<file path="config.mk">
export PLATFORM = sky130hd
export DESIGN_NAME = ram_port_arbiter
export DESIGN_NICKNAME = d
export VERILOG_FILES = /design/src/rtl/ram_arb_pkg.sv /design/src/rtl/rr_arbiter2.sv /design/src/rtl/ram_port_arbiter.sv
export SDC_FILE = /design/constraint.sdc
export NUM_CORES = 1
export LEC_CHECK = 0
export ABC_AREA = 1
export CORE_MARGIN = 2
export CORE_UTILIZATION = 42
export CTS_CLUSTER_DIAMETER = 30
export CTS_CLUSTER_SIZE = 14
export DETAILED_ROUTE_END_ITERATION = 10
export PLACE_DENSITY = 0.81
export REMOVE_ABC_BUFFERS = 1
export SLEW_MARGIN = 0
export SYNTH_ARGS = -nofsm -noshare
export SYNTH_HDL_FRONTEND = slang
export SYNTH_SLANG_ARGS = --single-unit
</file>
<file path="constraint.sdc">
create_clock -name clk -period 1.97 [get_ports clk]
set_input_delay 0.394 -clock clk [delete_from_list [all_inputs] [get_ports clk]]
set_output_delay 0.394 -clock clk [all_outputs]
set_load 0.005 [all_outputs]
</file>
<file path="src/rtl/ram_arb_pkg.sv">
// rtl/ram_arb_pkg.sv - shared constants and pipeline tag for the RAM port-A arbiter
package ram_arb_pkg;
  localparam int ADDR_W_DEF = 8;
  localparam int DATA_W_DEF = 8;

  localparam logic REQ_LOADER  = 1'b0;
  localparam logic REQ_SCANNER = 1'b1;

  typedef struct packed {
    logic valid;
    logic id;
    logic is_read;
  } pipe_tag_t;

  localparam pipe_tag_t TAG_IDLE = '{valid: 1'b0, id: 1'b0, is_read: 1'b0};
endpackage

</file>
<file path="src/rtl/rr_arbiter2.sv">
// rtl/rr_arbiter2.sv - two-way round-robin grant with last-granted pointer
module rr_arbiter2
  import ram_arb_pkg::*;
(
  input  logic clk,
  input  logic rst_n,
  input  logic valid0,
  input  logic valid1,
  output logic grant0,
  output logic grant1,
  output logic grant_any,
  output logic grant_id
);

  logic last_q, last_d;

  // Every grant is an accept, so the pointer moves whenever anyone is valid.
  always_comb begin
    grant_id = REQ_LOADER;
    if (valid0 && valid1) begin
      grant_id = ~last_q;
    end else if (valid1) begin
      grant_id = REQ_SCANNER;
    end
    grant_any = valid0 | valid1;
    grant0    = grant_any && (grant_id == REQ_LOADER);
    grant1    = grant_any && (grant_id == REQ_SCANNER);
    last_d    = grant_any ? grant_id : last_q;
  end

  always_ff @(posedge clk or negedge rst_n) begin
    if (!rst_n) begin
      last_q <= REQ_SCANNER;
    end else begin
      last_q <= last_d;
    end
  end

endmodule

</file>
<file path="src/rtl/ram_port_arbiter.sv">
// rtl/ram_port_arbiter.sv - shares RAM port A between loader and scanner with registered drives
module ram_port_arbiter
  import ram_arb_pkg::*;
#(
  parameter int ADDR_W = ADDR_W_DEF,
  parameter int DATA_W = DATA_W_DEF
) (
  input  logic              clk,
  input  logic              rst_n,
  input  logic              req0_valid,
  output logic              req0_ready,
  input  logic              req0_we,
  input  logic [ADDR_W-1:0] req0_addr,
  input  logic [DATA_W-1:0] req0_wdata,
  output logic              rsp0_valid,
  output logic [DATA_W-1:0] rsp0_rdata,
  input  logic              req1_valid,
  output logic              req1_ready,
  input  logic              req1_we,
  input  logic [ADDR_W-1:0] req1_addr,
  input  logic [DATA_W-1:0] req1_wdata,
  output logic              rsp1_valid,
  output logic [DATA_W-1:0] rsp1_rdata,
  output logic              ram_we,
  output logic [ADDR_W-1:0] ram_addr,
  output logic [DATA_W-1:0] ram_wdata,
  input  logic [DATA_W-1:0] ram_rdata
);

  logic grant0, grant1, grant_any, grant_id;

  rr_arbiter2 u_arb (
    .clk      (clk),
    .rst_n    (rst_n),
    .valid0   (req0_valid),
    .valid1   (req1_valid),
    .grant0   (grant0),
    .grant1   (grant1),
    .grant_any(grant_any),
    .grant_id (grant_id)
  );

  assign req0_ready = grant0;
  assign req1_ready = grant1;

  logic              win_we;
  logic [ADDR_W-1:0] win_addr;
  logic [DATA_W-1:0] win_wdata;

  logic              ram_we_q, ram_we_d;
  logic [ADDR_W-1:0] ram_addr_q, ram_addr_d;
  logic [DATA_W-1:0] ram_wdata_q, ram_wdata_d;
  pipe_tag_t         s1_q, s1_d, s2_q, s2_d;
  logic              rsp0_valid_q, rsp0_valid_d, rsp1_valid_q, rsp1_valid_d;
  logic [DATA_W-1:0] rsp0_rdata_q, rsp0_rdata_d, rsp1_rdata_q, rsp1_rdata_d;

  always_comb begin
    win_we    = req0_we;
    win_addr  = req0_addr;
    win_wdata = req0_wdata;
    if (grant_id == REQ_SCANNER) begin
      win_we    = req1_we;
      win_addr  = req1_addr;
      win_wdata = req1_wdata;
    end
  end

  always_comb begin
    ram_we_d     = 1'b0;
    ram_addr_d   = ram_addr_q;
    ram_wdata_d  = ram_wdata_q;
    s1_d         = TAG_IDLE;
    s2_d         = s1_q;
    rsp0_valid_d = 1'b0;
    rsp1_valid_d = 1'b0;
    rsp0_rdata_d = rsp0_rdata_q;
    rsp1_rdata_d = rsp1_rdata_q;

    if (grant_any) begin
      ram_we_d    = win_we;
      ram_addr_d  = win_addr;
      ram_wdata_d = win_wdata;
      s1_d        = '{valid: 1'b1, id: grant_id, is_read: !win_we};
    end

    // ram_rdata belongs to the access tagged in s2; only reads consume it.
    if (s2_q.valid && s2_q.is_read) begin
      if (s2_q.id == REQ_LOADER) begin
        rsp0_valid_d = 1'b1;
        rsp0_rdata_d = ram_rdata;
      end else begin
        rsp1_valid_d = 1'b1;
        rsp1_rdata_d = ram_rdata;
      end
    end
  end

  always_ff @(posedge clk or negedge rst_n) begin
    if (!rst_n) begin
      ram_we_q     <= 1'b0;
      ram_addr_q   <= '0;
      ram_wdata_q  <= '0;
      s1_q         <= TAG_IDLE;
      s2_q         <= TAG_IDLE;
      rsp0_valid_q <= 1'b0;
      rsp1_valid_q <= 1'b0;
      rsp0_rdata_q <= '0;
      rsp1_rdata_q <= '0;
    end else begin
      ram_we_q     <= ram_we_d;
      ram_addr_q   <= ram_addr_d;
      ram_wdata_q  <= ram_wdata_d;
      s1_q         <= s1_d;
      s2_q         <= s2_d;
      rsp0_valid_q <= rsp0_valid_d;
      rsp1_valid_q <= rsp1_valid_d;
      rsp0_rdata_q <= rsp0_rdata_d;
      rsp1_rdata_q <= rsp1_rdata_d;
    end
  end

  assign ram_we     = ram_we_q;
  assign ram_addr   = ram_addr_q;
  assign ram_wdata  = ram_wdata_q;
  assign rsp0_valid = rsp0_valid_q;
  assign rsp1_valid = rsp1_valid_q;
  assign rsp0_rdata = rsp0_rdata_q;
  assign rsp1_rdata = rsp1_rdata_q;

endmodule
</file>
# After elaboration in Yosys (flattened, before gate mapping)
# Cells that the tools add are included.
# word_totals
ff_bits	42
inputBits	46
output_inout_bits	37
word_cells	36
# classes
mux	11
n_bitwise	4
n_reduce_logical	7
# ops
operator	n
$mux W8	2
$mux W1	8
$logic_and A1 B1 Y1	4
$reduce_and A2 Y1	2
$mux W3	1
$not A1 Y1	3
$logic_not A1 Y1	1
$or A1 B1 Y1	1

# Logic depth before layout (Yosys ltp)
# logic_depth
word_depth	5
ltp_mapped	6
mapped_depth_nobuf	5

# Cells and area by module
# A second synthesis with hierarchy kept.
# hier_totals
hier_cells	240
area_unflattened_um2	1938.1
# modules_own_cells
mod	instances	cells_each	area_each_um2	seq_area_each_um2
ram_port_arbiter	1	228	1869.3	1026.0
rr_arbiter2	1	12	68.8	26.3

# Worst setup path before layout
# No wires, ideal clock.
# synth_path
kind	register to output
from	reg u_arb.last_q
to	out req0_ready
arrival_ns	0.965
required_time_ns	1.576
setup_slack_ns	0.611
path_stages_with_launch	6
path_buffers	1
path_cell_list	dfstp_2 -> nand2_2 -> nand2_2 -> buf_6 -> inv_2 -> nor2_1
# synth_between
elab_chain_len	4
# synth_lines
element	line	source
start, declared	rr_arbiter2.sv:15	logic last_q, last_d;
start signal, assigned	rr_arbiter2.sv:35	last_q <= last_d;
$not A1 Y1	rr_arbiter2.sv:21	grant_id = ~last_q;
$mux W1	rr_arbiter2.sv:20	if (valid0 && valid1) begin
$not A1 Y1	rr_arbiter2.sv:26	grant0 = grant_any && (grant_id == REQ_LOADER);
$logic_and A1 B1 Y1	rr_arbiter2.sv:26	
end, declared	ram_port_arbiter.sv:11	output logic req0_ready,
# No other way between the ends.

# Final worst setup path
# layout_path
from	in req0_valid
to	out req0_ready
# layout_between
elab_chain_len	4
word_cells_on_any_way	5
cone_classes	1 x mux; 2 x bitwise; 2 x reduce/logical
# layout_lines
element	line	source
start, declared	ram_port_arbiter.sv:10	input logic req0_valid,
$logic_and A1 B1 Y1	rr_arbiter2.sv:20	
$mux W1	rr_arbiter2.sv:20	
$not A1 Y1	rr_arbiter2.sv:26	
$logic_and A1 B1 Y1 *	rr_arbiter2.sv:26	
# Mark *: on every way between the ends. The rest lies on a longest branch, timed or not.

==> flow_metrics.env <==
export IMPL_hpwl_mm=3.03
export IMPL_ys_ff_latch=42
export IMPL_grt_pass1_vias=1626
export IMPL_synth_cell_types=15
export IMPL_postCtsHoldBufs=0
export IMPL_cts_buffers=5
export IMPL_synth_seq_area_share_pct=58.5
export IMPL_grt_pass1_wl_mm=7.25
export IMPL_overflow=0
export IMPL_drtAntennaViolNets=0
export IMPL_antenna_found_initial=0
export IMPL_cpLargestDelayFamily="buffers and inverters"
export IMPL_crit_required_ps=1580
export IMPL_cts_sinks=42
export IMPL_path_class="primary input to output port"
export IMPL_place_ws_ps=-91.0
export IMPL_rr_worst_depth=6
export IMPL_drt_wirelength_per_cell_um=11.9
export IMPL_r2r_end="ram_we$_DFF_PN0_"
export IMPL_crit_path_cell_trace="clkdlybuf4s50_1 > nand2_2 > nand2_2 > inv_2 > nor2_1 > dlygate4sd2_1"
export IMPL_firstDrtPassIters=4
export IMPL_syn_inst=211
export IMPL_hold_path_class="primary input to asynchronous set/reset pin"
export IMPL_synth_area_per_cell_um2=8.52
export IMPL_yosysTopAreaCell="dfrtp_1"
export IMPL_outcome="finished, final reports clean"
export IMPL_start_util_pct=44.3
export IMPL_rsz0062_at_grt="no"
export IMPL_cp_max_fo=3
export IMPL_hold_viol_final=0
export IMPL_post_cts_setup_buffers=0
export IMPL_cts_tree="yes"
export IMPL_place_congestion=0.764
export IMPL_num_rows=23
export IMPL_path_clk_slew_ps=70
export IMPL_peakVddDrop_v=0.000349
export IMPL_die_y_um=69.4
export IMPL_crit_slowest_cell="clkdlybuf4s50_1"
export IMPL_p_per_area_nw_per_um2=799
export IMPL_dr_total_vias=1621
export IMPL_drc=0
export IMPL_first_iter_violations=109
export IMPL_ys_warn_count=0
export IMPL_finalCriticalPeriod_ps=1790
export IMPL_reg2reg_slack_ps=760
export IMPL_dp_cells=341
export IMPL_diodes=0
export IMPL_crit_top_cell="nand2_2"
export IMPL_fin_worst_skew_ps=2.94
export IMPL_relSlewSlack_pct=53.2
export IMPL_drive_gt1_share_pct=8.03
export IMPL_worst_pin_slew_ps=702
export IMPL_reg2reg_from="u_arb.last_q$_DFFE_PN1N_"
export IMPL_cp_arrival_ps=1400
export IMPL_post_route_period_util_pct=90.9
export IMPL_grt_max_degree=34
export IMPL_synth_top_area_share_pct=57.1
export IMPL_wl_mm=4.16
export IMPL_io_pins=83
export IMPL_max_stage_delay_ps=500
export IMPL_core_um2=4060
export IMPL_maxSlewViolCount=0
export IMPL_htreeDepth=2
export IMPL_synth_area_leaders="dfrtp_1 (57%), nand2_1 (15%), nand3_1 (9.5%), inv_1 (6.1%), o21ai_0 (3.9%)"
export IMPL_clk_path_buf_depth=2
export IMPL_utilization_pct=68.1
export IMPL_setup_viol=0
export IMPL_startpoint_type="primary input"
export IMPL_fmaxAchievable_mhz=558
export IMPL_portBuffers=82
export IMPL_fp_dieW_um=69.4
export IMPL_fin_ws_ps=179
export IMPL_area_growth_pct=53.6
export IMPL_root_buffer="clkbuf_8"
export IMPL_ctsResizeCount=2
export IMPL_worst_setup_path_end_kind="output port"
export IMPL_insertion_delay_ps=280
export IMPL_maxCapViolCount=0
export IMPL_critPathBufInv=3
export IMPL_vias_per_cell=4.64
export IMPL_p_leak_nw=1.40
export IMPL_synthesis_area_um2=1800
export IMPL_nNetsFinal=344
export IMPL_dieArea_um2=4820
export IMPL_final_cell_count_no_fill=349
export IMPL_grtUsageTotal_pct=18.7
## flip-flops by register name, indices dropped and copies added (netlist names)
register,cells
rsp1_rdata,8
ram_wdata,8
rsp1_valid,1
rsp0_valid,1
s1_q,3
rsp0_rdata,8
ram_we,1
s2_q,3
u_arb.last_q,1
ram_addr,8
## cells by family after synthesis
| kind of cell | Yosys count | synth area share, % |
|---|---|---|
| compound gates | 16 | 4.45 |
| buf+inv | 41 | 10.2 |
| simple gates | 112 | 26.9 |
| flops | 42 | 58.5 |
## cell usage after synthesis
cell type  instances
inv_1             29
nor2_1             3
nand3_1           34
nand3_2            2
buf_6              1
dfrtp_1           41
buf_2              5
nand2_1           70
inv_2              2
nand2_2            2
o21ai_0           14
buf_4              4
nor2_2             1
o21ai_1            2
dfstp_2            1
## power breakdown
| group | total, mW | internal, mW | switching (mW) |
|---|---|---|---|
| Combinational | 0.590 | 0.367 | 0.223 |
| Clock | 0.549 | 0.283 | 0.267 |
| Sequential | 1.07 | 0.998 | 0.0693 |
| Total | 2.21 | 1.65 | 0.559 |
## metal layers
layer | share of wire [%] | up-vias | GRT usage (%) | routed length, µm
li1 | - | 824 | - | -
met1 | 44 | 722 | 23.8 | 1820
met2 | 46 | 71 | 30.7 | 1900
met3 | 9.7 | 4 | 6.10 | 405
met4 | 0.77 | 0 | 5.23 | 32
met5 | 0 | - | 0 | 0
## area by class of cell
type,count,area (µm²)
fillers,331,1300
flip-flops and latches,42,1050
repair buffers,90,876
multi-input cells,128,563
inverters,31,116
clock buffers,7,86.3
well taps,50,62.6
clock inverters,1,5.00
## worst reg2reg max path: stages (launching register included)
cell and delay, ps:
dfstp_2 550, nand2_2 60, nand2_2 70, buf_4 230, nand2_1 70, nand2_1 80, nor2_1 40
## how the worst max path moves through the flow
stage                              from          to  slack [ps]  cells after the start
2_1_floorplan  u_arb.last_q$_DFFE_PN1N_  req0_ready         450                      4
4_1_cts                      req0_valid  req1_ready          10                      5
3_3_place_gp                 req0_valid  req0_ready        -100                      6
5_1_grt                      req0_valid  req0_ready         120                      6
6_report                     req0_valid  req0_ready         180                      6
3_5_place_dp                 req0_valid  req0_ready         -90                      6
## cell usage in the layout (no fill, tap or decap), drive strengths merged
| master | instances |
|---|---|
| buf | 9 |
| clkbuf | 7 |
| clkdlybuf4s50 | 78 |
| clkinv | 1 |
| dfrtp | 41 |
| dfstp | 1 |
| dlygate4sd2 | 2 |
| dlymetal6s2s | 1 |
| inv | 31 |
| nand2 | 72 |
| nand3 | 36 |
| nor2 | 4 |
| o21ai | 16 |
## through the flow
step | cell area (µm²) | power [mW] | TNS, ps | hold slack [ps]
finish | 2760 | 2.21 | 0 | 154
floorplan | 1730 | 1.25 | 0 | 98.4
detailed placement | 2670 | 1.69 | -121 | 336
global route | 2760 | 2.35 | 0 | 214
CTS | 2760 | 2.24 | 0 | 178
global placement | 2670 | 1.67 | -104 | 333
(Power assumes the default switching activity.)
